[src/rtl/tick_gen_if.sv]
// rtl/tick_gen_if.sv - divisor load, control and tick status bundle for tick_gen (o_clk_out only with TICK_CLKOUT_EN)
interface tick_gen_if #(
    parameter int WIDTH = 16,
    parameter int CNT_W = 8
);
    logic             i_div_valid;
    logic [WIDTH-1:0] i_div_data;
    logic             o_div_ready;
    logic             i_start;
    logic             i_stop;
    logic             i_mode;
    logic             o_tick;
    logic             o_busy;
    logic [CNT_W-1:0] o_tick_cnt;
`ifdef TICK_CLKOUT_EN
    logic             o_clk_out;

    // Controller side: offers divisors and start/stop, observes ticks
    modport master (
        output i_div_valid, i_div_data, i_start, i_stop, i_mode,
        input  o_div_ready, o_tick, o_busy, o_tick_cnt, o_clk_out
    );

    // Generator side
    modport slave (
        input  i_div_valid, i_div_data, i_start, i_stop, i_mode,
        output o_div_ready, o_tick, o_busy, o_tick_cnt, o_clk_out
    );
`else
    // Controller side: offers divisors and start/stop, observes ticks
    modport master (
        output i_div_valid, i_div_data, i_start, i_stop, i_mode,
        input  o_div_ready, o_tick, o_busy, o_tick_cnt
    );

    // Generator side
    modport slave (
        input  i_div_valid, i_div_data, i_start, i_stop, i_mode,
        output o_div_ready, o_tick, o_busy, o_tick_cnt
    );
`endif
endinterface

[src/rtl/tick_gen.sv]
// rtl/tick_gen.sv - programmable periodic/one-shot tick generator; TICK_CLKOUT_EN adds o_clk_out square wave
module tick_gen #(
    parameter int WIDTH       = 16,
    parameter int CNT_W       = 8,
    parameter int DEFAULT_DIV = 15
) (
    input  logic        clk,
    input  logic        rst,
    tick_gen_if.slave   bus
);
    typedef enum logic {
        ST_IDLE = 1'b0,
        ST_RUN  = 1'b1
    } state_t;

    state_t           state;
    logic [WIDTH-1:0] cnt;
    logic [WIDTH-1:0] div_r;
    logic [WIDTH-1:0] shadow;
    logic             pending;
    logic             mode_r;
    logic             tick_r;
    logic             busy_r;
    logic [CNT_W-1:0] tick_cnt_r;
    logic             div_ready_r;

    logic             load;
    logic             run_stop;
    logic             run_retrig;
    logic             wrap_evt;
    logic             to_idle;

    // A divisor transfer happens whenever the offer meets our ready flag
    assign load       = bus.i_div_valid & div_ready_r;

    // Decode this edge's RUN event; stop outranks retrigger, which outranks the wrap
    assign run_stop   = (state == ST_RUN) & bus.i_stop;
    assign run_retrig = (state == ST_RUN) & ~bus.i_stop & bus.i_start;
    assign wrap_evt   = (state == ST_RUN) & ~bus.i_stop & ~bus.i_start & (cnt == div_r);
    assign to_idle    = run_stop | (wrap_evt & mode_r);

    // Control FSM with phase counter, divisor shadow and registered outputs
    always_ff @(posedge clk) begin
        if (rst) begin
            state       <= ST_IDLE;
            cnt         <= '0;
            div_r       <= WIDTH'(DEFAULT_DIV);
            shadow      <= '0;
            pending     <= 1'b0;
            mode_r      <= 1'b0;
            tick_r      <= 1'b0;
            busy_r      <= 1'b0;
            tick_cnt_r  <= '0;
            div_ready_r <= 1'b1;
        end else begin
            case (state)
                ST_IDLE: begin
                    tick_r <= 1'b0;
                    // While idle a new divisor takes effect immediately
                    if (load) begin
                        div_r <= bus.i_div_data;
                    end
                    if (bus.i_start && !bus.i_stop) begin
                        state  <= ST_RUN;
                        busy_r <= 1'b1;
                        cnt    <= '0;
                        mode_r <= bus.i_mode;
                    end
                end

                ST_RUN: begin
                    if (wrap_evt) begin
                        tick_r     <= 1'b1;
                        cnt        <= '0;
                        tick_cnt_r <= tick_cnt_r + CNT_W'(1);
                    end else begin
                        tick_r <= 1'b0;
                        cnt    <= (run_stop || run_retrig) ? '0 : cnt + WIDTH'(1);
                    end

                    if (run_retrig) begin
                        mode_r <= bus.i_mode;
                    end

                    if (to_idle) begin
                        state       <= ST_IDLE;
                        busy_r      <= 1'b0;
                        // Leaving RUN flushes the divisor path straight into div_r;
                        // a same-edge load wins since it is newer than any shadow
                        pending     <= 1'b0;
                        div_ready_r <= 1'b1;
                        if (load) begin
                            div_r <= bus.i_div_data;
                        end else if (pending) begin
                            div_r <= shadow;
                        end
                    end else if (wrap_evt && pending) begin
                        // Period boundary: the parked divisor shapes the next period
                        div_r       <= shadow;
                        pending     <= 1'b0;
                        div_ready_r <= 1'b1;
                    end else if (load) begin
                        // Mid-period (or same-edge wrap) load waits for the next wrap
                        shadow      <= bus.i_div_data;
                        pending     <= 1'b1;
                        div_ready_r <= 1'b0;
                    end
                end

                default: begin
                    state  <= ST_IDLE;
                    busy_r <= 1'b0;
                    tick_r <= 1'b0;
                end
            endcase
        end
    end

    assign bus.o_tick      = tick_r;
    assign bus.o_busy      = busy_r;
    assign bus.o_tick_cnt  = tick_cnt_r;
    assign bus.o_div_ready = div_ready_r;

`ifdef TICK_CLKOUT_EN
    logic clk_out_r;

    // Square wave toggling on each periodic wrap, parked low whenever RUN ends
    always_ff @(posedge clk) begin
        if (rst) begin
            clk_out_r <= 1'b0;
        end else if (to_idle) begin
            clk_out_r <= 1'b0;
        end else if (wrap_evt) begin
            clk_out_r <= ~clk_out_r;
        end
    end

    assign bus.o_clk_out = clk_out_r;
`endif
endmodule

[src/flat_wrapper.sv]
// flat-port wrapper written by rule: the top's interface ports become plain ports
module tick_gen_flat 
#(
    parameter int WIDTH       = 16,
    parameter int CNT_W       = 8,
    parameter int DEFAULT_DIV = 15
)
  (clk, rst, bus_i_div_valid, bus_i_div_data, bus_i_start, bus_i_stop, bus_i_mode, bus_o_div_ready, bus_o_tick, bus_o_busy, bus_o_tick_cnt);
  tick_gen_if #(.WIDTH(WIDTH), .CNT_W(CNT_W)) bus_i ();
  input  logic clk;
  input  logic rst;
  input wire logic [$bits(bus_i.i_div_valid)-1:0] bus_i_div_valid;
  input wire logic [$bits(bus_i.i_div_data)-1:0] bus_i_div_data;
  input wire logic [$bits(bus_i.i_start)-1:0] bus_i_start;
  input wire logic [$bits(bus_i.i_stop)-1:0] bus_i_stop;
  input wire logic [$bits(bus_i.i_mode)-1:0] bus_i_mode;
  output wire logic [$bits(bus_i.o_div_ready)-1:0] bus_o_div_ready;
  output wire logic [$bits(bus_i.o_tick)-1:0] bus_o_tick;
  output wire logic [$bits(bus_i.o_busy)-1:0] bus_o_busy;
  output wire logic [$bits(bus_i.o_tick_cnt)-1:0] bus_o_tick_cnt;
  assign bus_i.i_div_valid = bus_i_div_valid;
  assign bus_i.i_div_data = bus_i_div_data;
  assign bus_i.i_start = bus_i_start;
  assign bus_i.i_stop = bus_i_stop;
  assign bus_i.i_mode = bus_i_mode;
  assign bus_o_div_ready = bus_i.o_div_ready;
  assign bus_o_tick = bus_i.o_tick;
  assign bus_o_busy = bus_i.o_busy;
  assign bus_o_tick_cnt = bus_i.o_tick_cnt;
  tick_gen #(.WIDTH(WIDTH), .CNT_W(CNT_W), .DEFAULT_DIV(DEFAULT_DIV)) u_core (.clk(clk), .rst(rst), .bus(bus_i));
endmodule
[config.mk]
export PLATFORM = sky130hd
export DESIGN_NAME = tick_gen_flat
export DESIGN_NICKNAME = d
export VERILOG_FILES = /design/src/rtl/tick_gen_if.sv /design/src/rtl/tick_gen.sv /design/src/flat_wrapper.sv
export SDC_FILE = /design/constraint.sdc
export NUM_CORES = 1
export LEC_CHECK = 0
export ABC_AREA = 0
export CORE_UTILIZATION = 51
export DETAILED_ROUTE_END_ITERATION = 10
export HOLD_SLACK_MARGIN = 0.03
export MAX_ROUTING_LAYER = met4
export PLACE_DENSITY = 0.82
export REMOVE_ABC_BUFFERS = 1
export SLEW_MARGIN = 20
export SYNTH_ARGS = -nofsm -noshare
export SYNTH_HDL_FRONTEND = slang
export SYNTH_SLANG_ARGS = --single-unit
[constraint.sdc]
create_clock -name clk -period 2.45 [get_ports clk]
set_input_delay 0.6125 -clock clk [delete_from_list [all_inputs] [get_ports clk]]
set_output_delay 0.6125 -clock clk [all_outputs]
set_load 0.02 [all_outputs]
# Word level (Yosys, flattened, before mapping)
# Cells that the tools add are included.
# totals
register_bits	62
inputBits	22
latch_bits	0
ram_bits	0
memories	0
output_inout_bits	11
romBits	0
# op_classes
n_eq_ne	7
multipliers	0
bitwise_logic	13
shift	0
n_reduce_logical	11
n_div	0
n_lt_le_gt_ge	0
muxes	27
add_sub_neg	2
# ops
cell	n
16-bit 2-to-1 mux	8
16-bit case mux with 2 select lines	2
16-bit by 1-bit adder with 16-bit output, second input constant	1
16-bit == test	1
1-bit 2-to-1 mux	13
8-bit by 1-bit adder with 8-bit output, second input constant	1
1-bit case mux with 2 select lines	4
2-bit AND reduction	4
1-bit bitwise AND	7
1-bit inverter	5
2-bit by 1-bit inequality test with 1-bit output, second input constant	2
2-bit inequality test, second input constant	2
4-bit inequality test, second input constant	1
4-bit AND reduction	1
3-bit inequality test, second input constant	1
3-bit AND reduction	1
3-bit nonzero test	1
1-bit logical AND	2
1-bit zero test	1
1-bit logical OR	1
1-bit OR	1

# Longest topological paths before layout
# depth
depth_word	8
ltp_mapped	10
depth_no_buf	7

# Worst setup path after synthesis
# No wires, ideal clock.
# synth_timing
path_type	input port to flip-flop
startpoint	input port bus_i_stop
endpoint	register u_core.div_r[10]
arrival_time_ns	2.310
n_path_buf	3
path_slack_ns	-0.004
cell_stages	9
cell_sequence	or3b_4 nor4_2 and3_1 buf_4 a21o_1 and2_1 buf_2 buf_4 a211oi_2
# synth_between
elab_chain_cells	8
# synth_lines
element	line_no	text
start: declaration	flat_wrapper.sv:15	input wire logic [$bits(bus_i.i_stop)-1:0] bus_i_stop;
1-bit inverter	tick_gen.sv:39	assign wrap_evt = (state == ST_RUN) & ~bus.i_stop & ~bus.i_start & (cnt == div_r);
1-bit bitwise AND (3 in series)	tick_gen.sv:39	
1-bit bitwise AND	tick_gen.sv:40	assign to_idle = run_stop | (wrap_evt & mode_r);
1-bit OR	tick_gen.sv:40	
4-bit inequality test (no source line), or another cell as far along	--	
3-bit AND reduction (no source line) / 16-bit case mux with 2 select lines (equally long branches)	--	
end signal: assignment	tick_gen.sv:47	div_r <= WIDTH'(DEFAULT_DIV);
end signal: assignment	tick_gen.sv:61	div_r <= bus.i_div_data;
end signal: assignment	tick_gen.sv:93	div_r <= bus.i_div_data;
end: declaration	tick_gen.sv:18	logic [WIDTH-1:0] div_r;
# Parallel ways exist; a longest one is shown, timed or not.
# A chain may end at the register's enable or synchronous reset.

# Worst setup path in the final report
# layout_timing
startpoint	register u_core.cnt[14]
endpoint	register u_core.div_r[5]
# layout_between
elab_chain_cells	6
# layout_lines
element	line_no	text
start: declaration	tick_gen.sv:17	logic [WIDTH-1:0] cnt;
start signal: assignment	tick_gen.sv:78	cnt <= (run_stop || run_retrig) ? '0 : cnt + WIDTH'(1);
16-bit == test (*)	tick_gen.sv:39	
1-bit bitwise AND (*)	tick_gen.sv:39	
1-bit bitwise AND	tick_gen.sv:40	
1-bit OR	tick_gen.sv:40	
4-bit inequality test (no source line), or another cell as far along	--	
3-bit AND reduction (no source line) / 16-bit case mux with 2 select lines (equally long branches)	--	
# Every way passes the cells marked *; elsewhere a longest branch is shown, timed or not.

==> metrics.md <==
| Metric | Value |
|---|---|
| Count leader, synth | `dfxtp_1` |
| Worst EP required | `2.67 ns` |
| Avg Synthesized Cell Area | `8.63 um2` |
| FP Rows | `28` |
| Largest net degree at the start of global routing | `33` |
| Layout Nets | `430` |
| First-pass GRT wire length | `12.4 mm` |
| WHS | `0.478 ns` |
| Fin. Hold Viols | `0` |
| Drc violations | `0` |
| Synth cell count leaders | `dfxtp_1, a21oi_1, nand3_1` |
| Die Span X | `80.8 um` |
| Cell taking the most area after synthesis | `dfxtp_1` |
| Via density | `6.21` |
| Final core occ | `0.673` |
| Status | `finished with violations` |
| Ports | `33` |
| Final Setup Violations | `1` |
| Via count of the first global-routing pass | `2671` |
| Number of antenna violations at the first check in global routing | `0` |
| Die H | `80.8 um` |
| CTS tree | `yes` |
| Critical path cell sequence | `xnor2_1 -> nand2_1 -> or3_1 -> o31ai_4 -> buf_12 -> mux2i_1 -> a211oi_2` |
| HPWL Detailed | `5.14 mm` |
| Top cell type's share of synthesized area | `0.392` |
| Mapped Area | `0.00317 mm2` |
| DRT antenna net count | `0` |
| Sequential area share after synthesis | `0.392` |
| Critical-path top delay cell | `or3_1` |
| Core Region | `0.00596 mm2` |
| Final worst slack | `-0.00675 ns` |
| Synth Flop Type | `dfxtp_1` |
| Type of the worst setup path | `reg2reg` |
| Highest net fanout along the worst path | `8` |
| Setup crit end kind | `register` |
| Tmin final | `2.46 ns` |
| GRT Overall Usage | `0.257` |
| Initial Util | `0.532` |
| CTS hold repair buffers | `0` |
| Hold WC Path Type | `reg2reg` |
| Startpoint Class | `register` |
| Iteration-0 DRC Markers | `200` |
| Violated checks | `setup timing` |
| Gpl congestion | `0.867` |
| Area growth, synth to finish | `26.6%` |
| Slew Viols, Final | `0` |
| MaxCap Viol Count | `0` |
| Layout cell share with drive strength beyond 1 | `0.180` |
| Crit path buffers/inverters | `1` |
| Max clock buf depth | `2` |
| Worst path max stage delay | `0.57 ns` |
| Final period utilization | `1.00` |
| Final Skew | `0.00925 ns` |
| VDD IR-drop max | `0.432 mV` |
| Synth top area cells | `dfxtp_1, a21oi_1, nand3_1` |
| Async S/R FF share, synth | `0` |
| Slew headroom | `0.547` |
| Yosys warns | `0` |
| H-tree depth | `3` |
| Die Area | `0.00653 mm2` |
| Placed Area | `0.00367 mm2` |
| GRT Residual Overflow | `0` |
| WL/cell | `17.0 um` |
| Power density cells | `610 mW/mm2` |
| DR vias | `3016` |
| Clock transition at the registers of the reported paths | `0.07 ns` |
| Drt pass-1 iters | `5` |
| Pleak | `1.44 nW` |
| Cts bufs inserted | `9` |
| Yosys cell types | `45` |
| Post-synth EDFFs | `0` |
| Actual slew at the worst max-slew pin | `0.680 ns` |
| Gate count of the mapped netlist | `367` |
| Total power draw | `2.44 mW` |
| Filler cells | `456` |
| Port bufs | `32` |
| WL final | `8.25 mm` |
| CP arrival | `2.68 ns` |
| Cell area after layout | `0.00401 mm2` |
| Fmax | `0.407 GHz` |
| CTS sink count | `62` |
| Seq cells post-synth | `62` |
| # diodes | `0` |
| Root Driver | `clkbuf_8` |
| Worst skew pair latency | `0.35 ns` |
| CP delay by family, top | `simple AND/OR/NAND/NOR gates` |
==> stage by stage <==
step           setup slack [ns]  TNS (ns)  instances
6_report               -0.00675  -0.00675        486
5_1_grt                 -0.0667    -0.151        486
4_1_cts                  0.0525         0        484
3_5_place_dp             -0.518    -21.97        468
3_3_place_gp             -0.483    -18.91        468
2_1_floorplan            -0.514     -8.22        338
==> layout make-up <==
class | instances | area (um2) | area share
Multi-Input combinational cell | 275 | 1870 | 0.466
Sequential cell | 62 | 1240 | 0.310
Timing Repair Buffer | 57 | 579 | 0.145
Clock buffer | 9 | 124 | 0.0309
Clock inverter | 7 | 97.6 | 0.0243
Tap cell | 75 | 93.8 | 0.0234
Inverter | 1 | 3.75 | 0.000936
==> tightest hold or removal path, delay by kind of cell (launching register included) <==
kind               cells  cell delay [ns]
AOI/OAI and AO/OA      2             0.12
DFF                    1             0.31
==> routing by layer <==
layer	vias to the layer above	routed length, um	GRT usage
met2	129	3980	0.404
met3	18	466	0.0281
met4	0	184	0.125
met5	-	0	-
li1	1438	-	-
met1	1431	3620	0.328
==> layout by cell type (no fill, tap or decap), types with 2 or more instances in the layout <==
| cell type | count |
|---|---|
| a211oi_1 | 3 |
| a211oi_2 | 10 |
| a21boi_0 | 4 |
| a21oi_1 | 45 |
| a21oi_2 | 3 |
| a22oi_1 | 7 |
| a311o_1 | 4 |
| a311oi_1 | 12 |
| a31oi_1 | 4 |
| a41oi_2 | 2 |
| and2_1 | 3 |
| and3_1 | 4 |
| buf_12 | 4 |
| buf_4 | 19 |
| bufinv_16 | 2 |
| clkbuf_8 | 9 |
| clkdlybuf4s50_1 | 29 |
| clkinvlp_4 | 2 |
| dfxtp_1 | 62 |
| dlymetal6s2s_1 | 2 |
| ha_1 | 2 |
| mux2i_1 | 10 |
| mux2i_2 | 3 |
| nand2_1 | 28 |
| nand2b_1 | 6 |
| nand3_1 | 28 |
| nand4_1 | 3 |
| nor2_1 | 22 |
| nor3_1 | 3 |
| nor3_2 | 2 |
| nor4b_1 | 4 |
| o21ai_0 | 19 |
| or2_2 | 2 |
| or3_1 | 4 |
| xnor2_1 | 8 |
| xor2_1 | 13 |
==> cells by family (layout without fill, tap and decap cells) <==
group,count (synthesis),after routing,synth area share
fa+ha+maj,2,2,0.00790
simple gates,119,119,0.197
buf+inv,30,74,0.0431
mux,14,14,0.0442
flops,62,62,0.392
xor+xnor,21,21,0.0581
compound gates,119,119,0.258
==> registers in the layout (all words and copies together) (netlist names) <==
signal,count
u_core.mode_r,1
u_core.state,1
u_core.pending,1
u_core.shadow,16
u_core.bus.o_tick_cnt,8
u_core.bus.o_tick,1
u_core.bus.o_div_ready,1
u_core.cnt,16
u_core.bus.o_busy,1
u_core.div_r,16
==> path summary, 6_finish.rpt <==
| kind | from | to | slack [ns] | cells past startpoint |
|---|---|---|---|---|
| setup / recovery | u_core.cnt[14] | u_core.div_r[5] | -0.007 | 7 |
| hold / removal | u_core.shadow[5] | u_core.shadow[5] | 0.48 | 2 |
| hold reg to reg | u_core.shadow[5] | u_core.shadow[5] | 0.48 | 2 |
| setup reg to reg | u_core.cnt[14] | u_core.div_r[5] | -0.007 | 7 |
==> where the power goes <==
part,leakage (nW),internal (mW),switching [mW]
Combinational,0.825,0.155,0.199
Sequential,0.504,1.05,0.0303
Clock,0.106,0.576,0.438
Total,1.44,1.78,0.668
==> timing repair <==
action                                  4_1_cts  5_1_grt
gates resized for setup                       6       13
pin swaps                                     2        5
cloned                                        0        1
setup buffers                                 0        1
endpoints found under the setup margin       28       23
Note: power is estimated with default switching activity, not from simulation.
